### src/rtl/uart_cmd_ctrl.sv
// uart_cmd_ctrl: pops byte commands from the UART RX FIFO, drives register-file strobes, returns read data via TX FIFO.
// Define UART_CMD_CTRL_ACK_EN to also emit ACK (8'hA5) / NAK (8'hEE) bytes for writes, malformed headers and timeouts.
module uart_cmd_ctrl #(
    parameter int unsigned TIMEOUT_CYCLES = 50000
) (
    input  logic       i_clk,
    input  logic       i_rst,
    input  logic [7:0] i_rx_data,
    input  logic       i_rx_fifo_e,
    output logic       o_rx_rd,
    output logic [7:0] o_tx_data,
    output logic       o_tx_wr,
    input  logic       i_tx_fifo_f,
    output logic [2:0] o_rwaddr,
    output logic [7:0] o_write_data,
    output logic       o_wr_req,
    output logic       o_rd_req,
    input  logic [7:0] i_read_data,
    output logic       o_busy,
    output logic       o_timeout,
    output logic [7:0] o_err_cnt
);

    localparam int unsigned      CNT_W    = $clog2(TIMEOUT_CYCLES + 1);
    localparam logic [CNT_W-1:0] CNT_LAST = CNT_W'(TIMEOUT_CYCLES - 1);
    localparam logic [CNT_W-1:0] CNT_ONE  = CNT_W'(1);
`ifdef UART_CMD_CTRL_ACK_EN
    localparam logic [7:0]       ACK_BYTE = 8'hA5;
    localparam logic [7:0]       NAK_BYTE = 8'hEE;
`endif

    typedef enum logic [2:0] {
        IDLE,
        GET_DATA,
        WRITE,
        READ_REQ,
        READ_WAIT,
        TX_PUSH
    } state_t;

    state_t           state_q;
    logic [CNT_W-1:0] cnt_q;
    logic [2:0]       addr_q;
    logic [7:0]       wdata_q;
    logic [7:0]       txdata_q;
    logic [7:0]       errcnt_q;
    logic [7:0]       errcnt_d;

    logic hdrMalformed;
    logic rxPop;
    logic txPush;
    logic cntExpired;

    assign hdrMalformed = |i_rx_data[6:3];
    assign errcnt_d     = (errcnt_q == 8'hFF) ? errcnt_q : errcnt_q + 8'd1;

    // Pops and pushes are gated by reset so a reset cycle never consumes or emits a byte.
    assign rxPop      = !i_rst && !i_rx_fifo_e && ((state_q == IDLE) || (state_q == GET_DATA));
    assign txPush     = !i_rst && !i_tx_fifo_f && (state_q == TX_PUSH);
    assign cntExpired = !i_rst && i_rx_fifo_e && (state_q == GET_DATA) && (cnt_q == CNT_LAST);

    assign o_rx_rd      = rxPop;
    assign o_tx_wr      = txPush;
    assign o_tx_data    = txdata_q;
    assign o_rwaddr     = addr_q;
    assign o_write_data = wdata_q;
    assign o_wr_req     = (state_q == WRITE);
    assign o_rd_req     = (state_q == READ_REQ);
    assign o_busy       = (state_q != IDLE);
    assign o_timeout    = cntExpired;
    assign o_err_cnt    = errcnt_q;

    always_ff @(posedge i_clk) begin
        if (i_rst) begin
            state_q  <= IDLE;
            cnt_q    <= '0;
            addr_q   <= '0;
            wdata_q  <= '0;
            txdata_q <= '0;
            errcnt_q <= '0;
        end else begin
            case (state_q)
                IDLE: begin
                    if (!i_rx_fifo_e) begin
                        if (hdrMalformed) begin
                            errcnt_q <= errcnt_d;
`ifdef UART_CMD_CTRL_ACK_EN
                            txdata_q <= NAK_BYTE;
                            state_q  <= TX_PUSH;
`endif
                        end else begin
                            addr_q <= i_rx_data[2:0];
                            if (i_rx_data[7]) begin
                                cnt_q   <= '0;
                                state_q <= GET_DATA;
                            end else begin
                                state_q <= READ_REQ;
                            end
                        end
                    end
                end

                // A byte arriving on the expiry cycle takes priority over the timeout.
                GET_DATA: begin
                    if (!i_rx_fifo_e) begin
                        wdata_q <= i_rx_data;
                        state_q <= WRITE;
                    end else if (cnt_q == CNT_LAST) begin
`ifdef UART_CMD_CTRL_ACK_EN
                        txdata_q <= NAK_BYTE;
                        state_q  <= TX_PUSH;
`else
                        state_q  <= IDLE;
`endif
                    end else begin
                        cnt_q <= cnt_q + CNT_ONE;
                    end
                end

                WRITE: begin
`ifdef UART_CMD_CTRL_ACK_EN
                    txdata_q <= ACK_BYTE;
                    state_q  <= TX_PUSH;
`else
                    state_q  <= IDLE;
`endif
                end

                READ_REQ: begin
                    state_q <= READ_WAIT;
                end

                READ_WAIT: begin
                    txdata_q <= i_read_data;
                    state_q  <= TX_PUSH;
                end

                TX_PUSH: begin
                    if (!i_tx_fifo_f) begin
                        state_q <= IDLE;
                    end
                end

                default: begin
                    state_q <= IDLE;
                end
            endcase
        end
    end

endmodule

### config.mk
export PLATFORM = sky130hd
export DESIGN_NAME = uart_cmd_ctrl
export DESIGN_NICKNAME = d
export VERILOG_FILES = /design/src/rtl/uart_cmd_ctrl.sv
export SDC_FILE = /design/constraint.sdc
export NUM_CORES = 1
export LEC_CHECK = 0
export ABC_AREA = 1
export BUFFER_PORTS_ARGS = -buffer_cell sky130_fd_sc_hd__buf_2
export CORE_MARGIN = 2
export CORE_UTILIZATION = 37
export CTS_BUF_LIST = sky130_fd_sc_hd__clkbuf_4 sky130_fd_sc_hd__clkbuf_8
export DETAILED_ROUTE_END_ITERATION = 6
export GPL_TIMING_DRIVEN = 1
export SKIP_CTS_REPAIR_TIMING = 1
export SYNTH_ARGS = -nofsm -noshare
export SYNTH_HDL_FRONTEND = slang
export SYNTH_SLANG_ARGS = --single-unit
export TNS_END_PERCENT = 20
### constraint.sdc
create_clock -name i_clk -period 1.6 [get_ports i_clk]
set_input_delay 0.08 -clock i_clk [delete_from_list [all_inputs] [get_ports i_clk]]
set_output_delay 0.08 -clock i_clk [all_outputs]
set_load 0.01 [all_outputs]
Word level (Yosys, flattened, before mapping)
Index checks and enable logic that the tools add are counted.
{"block": "totals", "word_cells": 58, "in_bits": 20, "output_inout_bits": 33, "reg_bits": 46}
{"block": "op_classes", "n_addsub": 2, "bitwise_logic": 3, "reduce_logical": 20, "n_eq_ne": 14, "n_mux": 13}
{"operator": "$mux W16", "count": 5}
{"operator": "$pmux W16 S2", "count": 1}
{"operator": "$add A16 B1 Y16 const B", "count": 1}
{"operator": "$eq A16 B16 Y1 const B", "count": 1}
{"operator": "$mux W3", "count": 5}
{"operator": "$pmux W3 S5", "count": 1}
{"operator": "$ne A2 B2 Y1 const B", "count": 6}
{"operator": "$add A8 B1 Y8 const B", "count": 1}
{"operator": "$eq A8 B8 Y1 const B", "count": 1}
{"operator": "$reduce_and A4 Y1", "count": 2}
{"operator": "$logic_and A1 B1 Y1", "count": 7}
{"operator": "$eq A3 B2 Y1 const B", "count": 2}
{"operator": "$eq A3 B3 Y1 const B", "count": 2}
{"operator": "$reduce_and A6 Y1", "count": 1}
{"operator": "$reduce_or A4 Y1", "count": 1}
{"operator": "$eq A3 B1 Y1 const B", "count": 1}
{"operator": "$logic_not A1 Y1", "count": 3}
{"operator": "$logic_not A3 Y1", "count": 1}
{"operator": "$ne A3 B2 Y1 const B", "count": 1}
{"operator": "$not A1 Y1", "count": 3}
{"operator": "$reduce_and A3 Y1", "count": 1}
{"operator": "$reduce_bool A3 Y1", "count": 1}
{"operator": "$mux W2", "count": 1}
{"operator": "$reduce_and A2 Y1", "count": 1}
{"operator": "2 further kinds", "count": 2}

Logic depth before layout (Yosys ltp)
{"block": "depth", "depth_word": 4, "mapped_depth": 11, "depth_no_buf": 11}

Worst setup path after synthesis
Ideal clock, no wire load.
{"block": "synth_timing", "path_kind": "register to register", "startpoint": "register cnt_q[0]", "endpoint": "register cnt_q[9]", "period_less_slack_ns": 1.490, "required_ns": 1.530, "setup_time_ns": 0.070, "stages_incl_launch_ff": 11, "n_path_buf": 1, "arrival_time_ns": 1.420, "setup_slack_ns": 0.110, "cell_sequence": "dfxtp_1 ha_1 nand2_2 inv_2 nand2_1 nor2_2 nand3_4 nand3_2 buf_6 nand2_1 a21oi_1"}
{"block": "synth_via", "elab_chain_len": 4, "elab_cells_between_ends": 7, "classes_between": "add/sub: 1; eq/ne: 2; mux: 3; reduce/logical: 1"}
{"element": "from (decl)", "line_no": "42", "text": "logic [CNT_W-1:0] cnt_q;"}
{"element": "from (signal assigned)", "line_no": "116", "text": "cnt_q <= cnt_q + CNT_ONE;"}
{"element": "$add A16 B1 Y16", "line_no": "116"}
{"element": "$mux W16", "line_no": "108", "text": "end else if (cnt_q == CNT_LAST) begin"}
{"element": "$mux W16", "line_no": "105", "text": "if (!i_rx_fifo_e) begin"}
{"element": "$pmux W16 S2", "line_no": "82", "text": "case (state_q)"}
Several ways; a longest one is shown, not always the timed one. The select of a mux whose other input is x is not followed.
A chain may end at the register's enable or synchronous reset.

Worst setup path after layout
{"block": "layout_timing", "startpoint": "register state_q[0]", "endpoint": "output o_timeout"}
{"block": "layout_via", "elab_chain_len": 3}
{"element": "from (decl)", "line_no": "41", "text": "state_t state_q;"}
{"element": "from (signal assigned)", "line_no": "75", "text": "state_q <= IDLE;"}
{"element": "from (signal assigned)", "line_no": "95", "text": "state_q <= GET_DATA;"}
{"element": "from (signal assigned)", "line_no": "97", "text": "state_q <= READ_REQ;"}
{"element": "$eq A3 B1 Y1", "line_no": "60", "text": "assign cntExpired = !i_rst && i_rx_fifo_e && (state_q == GET_DATA) && (cnt_q == CNT_LAST);"}
{"element": "$logic_and A1 B1 Y1 (2 in series)", "line_no": "60"}
{"element": "to (decl)", "line_no": "20", "text": "output logic o_timeout,"}
No other way between the ends.

==> reports/metrics.cfg <==
[status]
run_status=complete, but fails checks
violations=negative hold slack, negative setup slack

[timing]
finalSetupTns_ns=-0.0549
worst_clock_skew_ns=0.00736
relSlewSlack_pct=72.6
fin_hold_ws_ns=-0.00279
period_minus_slack_ns=1.65
tightest_slew_ns=0.411
setup_viol_count_final=1
hold_viol_final=2
post-route-period-util_pct=103
timing.final.ws_setup_ns=-0.0549
maxSlewViolCount=0
max_freq_mhz=604
rsz0062_at_grt=yes

[synthesis]
syn_inst=359
syn_area_um2=2390
yosys.area_share.xor_xnor_pct=2.93
synth-adder-area-share_pct=1.05
avgSynthCellArea_um2=6.67
synth_nets=381
yosysSeqAreaShare_pct=38.5
synth_compound_area_share_pct=9.83
ys_types=28
muxShareOfSynthArea_pct=0
yosys.area_share.simple_pct=39.6
ys_ff_latch=46
ys_warn_count=0
synth_top_family_by_area=simple AND/OR/NAND/NOR gates

[drt]
via_per_inst=4.78
wl_per_cell_um=11.6
drtAntennaViolNets=0
drtIter0Drc=98
wirelength_mm=6.11
dr.pass1.iters=4
via_count=2525
drc=0

[clock_tree]
cts_root_buf=clkbuf_8
cts-htree-levels=2
clock_path_buffers=2
worstSkewPairLatency_ns=0.31
cts_buffers=5
cts_sinks=46
path_clk_slew_ns=0.10
cts_tree=yes

[global_routing]
grt.total_usage_pct=17.6
grt_pass1_vias=2393
grt-ovfl-total=0
grt_pass1_wl_mm=10.5
antenna_found_initial=0
grt_start_max_net_pins=29

[final_layout]
drive_above_1_share_pct=31.5
area_growth_pct=34.3
post-route-cell-area_um2=3210
final_nets=472
num_antenna_cells=0
final_common_cell=nand2_1
layout_common_cells=nand2_1, nor2_1, buf_2

[worst_setup_path]
arrival_ns=1.57
worstSetupStartpointType=flip-flop
r2r-start=cnt_q[1]$_SDFFE_PP0P_
worstPathRequired_ns=1.52
r2r.worst_path.cells=9
worst-r2r-setup-slack_ns=0.05
critPathCaptureType=output port
path_max_fanout=9
path_class=reg2out
r2r_end=cnt_q[12]$_SDFFE_PP0P_

[hold_path]
min-delay-start=i_read_data[1]
hold_depth=3
min_path_type=in2reg
min_to=o_tx_data[1]$_SDFFE_PP0P_

[placement]
routabilityCongestion=0.896
dpl.hpwl_mm=4.50
place_area_um2=2960
port_buffers=52

[die]
rows=29
coreArea_um2=6310
dieHeight_um=84.4
start_util_pct=37.9
dieArea_um2=7130
io_pins=53
fp.dieW_um=84.4

[power_and_ir_drop]
p_per_area_nw_per_um2=679
ir_worst_vdd_mv=0.324
p_leak_nw=1.49

[run]
max-cap-violations=0

cells in the mapped netlist:
| library cell | number | area share, % |
|---|---|---|
| nand3_2 | 2 | 0.84 |
| nand2_1 | 77 | 12 |
| inv_2 | 7 | 1.1 |
| o211ai_1 | 1 | 0.31 |
| o21ai_1 | 2 | 0.42 |
| a21oi_1 | 16 | 3.3 |
| ha_1 | 2 | 1.0 |
| o21ai_0 | 26 | 5.4 |
| clkbuf_1 | 4 | 0.63 |
| nor2_1 | 75 | 12 |
| nand3_4 | 1 | 0.73 |
| inv_4 | 1 | 0.26 |
| xor2_1 | 4 | 1.5 |
| xnor2_1 | 4 | 1.5 |
| nor2_2 | 2 | 0.52 |
| nand3b_1 | 1 | 0.31 |
| nor4_1 | 1 | 0.26 |
| nor3_1 | 11 | 2.3 |
| o21bai_1 | 1 | 0.31 |
| buf_6 | 2 | 0.94 |
| nor3_2 | 1 | 0.42 |
| nand3_1 | 16 | 3.3 |
| nand2_4 | 1 | 0.47 |
| inv_1 | 33 | 5.2 |
| dfxtp_1 | 46 | 38 |
| nor2_4 | 4 | 1.9 |
| nand2_2 | 6 | 1.6 |
| nand4_1 | 12 | 3.1 |
through the flow:
stage	total power [mW]	utilization [%]	worst slack [ns]	cells	hold WS [ns]
final	2.18	50.9	-0.0549	528	-0.00279
after floorplan	1.32	-	0.110	359	0.214
after global routing	2.29	50.9	-0.129	528	0.00151
after detailed placement	1.41	46.8	-0.199	513	0.319
after CTS	2.19	48.4	-0.292	521	-0.0172
after global placement	1.41	46.8	-0.117	513	0.299
power breakdown:
part | switching (mW) | internal, mW
sequential | 0.0102 | 1.16
clock | 0.450 | 0.325
combinational | 0.138 | 0.102
total | 0.598 | 1.59
layout make-up:
class | instances | area [um2]
Timing Repair Buffer | 90 | 572
Clock buffer | 5 | 68.8
Fill cell | 651 | 3100
Inverter | 41 | 161
Multi-Input combinational cell | 266 | 1360
Sequential cell | 46 | 931
Tap cell | 77 | 96.3
Clock inverter | 3 | 26.3
routing by layer:
layer,global-route usage [%],vias to the layer above,part of all wire (%)
li1,-,1331,-
met1,23.1,1133,49
met2,29.1,53,46
met3,3.34,8,4.4
met4,5.63,0,1.3
met5,0,-,0
worst max path at each step:
stage / startpoint / endpoint / slack (ns) / cells past startpoint
final: state_q[0]$_SDFFE_PP0P_ / o_timeout / -0.05 / 8
after global routing: cnt_q[0]$_SDFFE_PP0P_ / o_timeout / -0.13 / 8
after CTS: state_q[0]$_SDFFE_PP0P_ / o_timeout / -0.29 / 8
after detailed placement: o_err_cnt[0]$_SDFFE_PP0P_ / o_err_cnt[1]$_SDFFE_PP0P_ / -0.20 / 6
after global placement: o_err_cnt[0]$_SDFFE_PP0P_ / o_err_cnt[1]$_SDFFE_PP0P_ / -0.12 / 6
after floorplan: cnt_q[0]$_SDFFE_PP0P_ / cnt_q[9]$_SDFFE_PP0P_ / 0.11 / 10
state kept, by name (all words and copies together) (netlist names):
name          flops
cnt_q            16
o_err_cnt         8
o_rwaddr          3
o_tx_data         8
o_write_data      8
state_q           3
kinds of logic (layout without fill, tap and decap cells):
logic type,after synthesis,after routing
compound gates,46,46
fa+ha+maj,2,2
flops,46,46
xor+xnor,8,8
buf+inv,47,139
simple gates,210,210
worst max-delay path, stage by stage (launching register included):
cell and delay (ns):
dfxtp_4 0.40, inv_4 0.05, nor2_4 0.09, inv_2 0.06, nor2_4 0.11, inv_4 0.05, buf_6 0.14, nor4_4 0.21
buf_2 0.17
(Power assumes the default switching activity.)
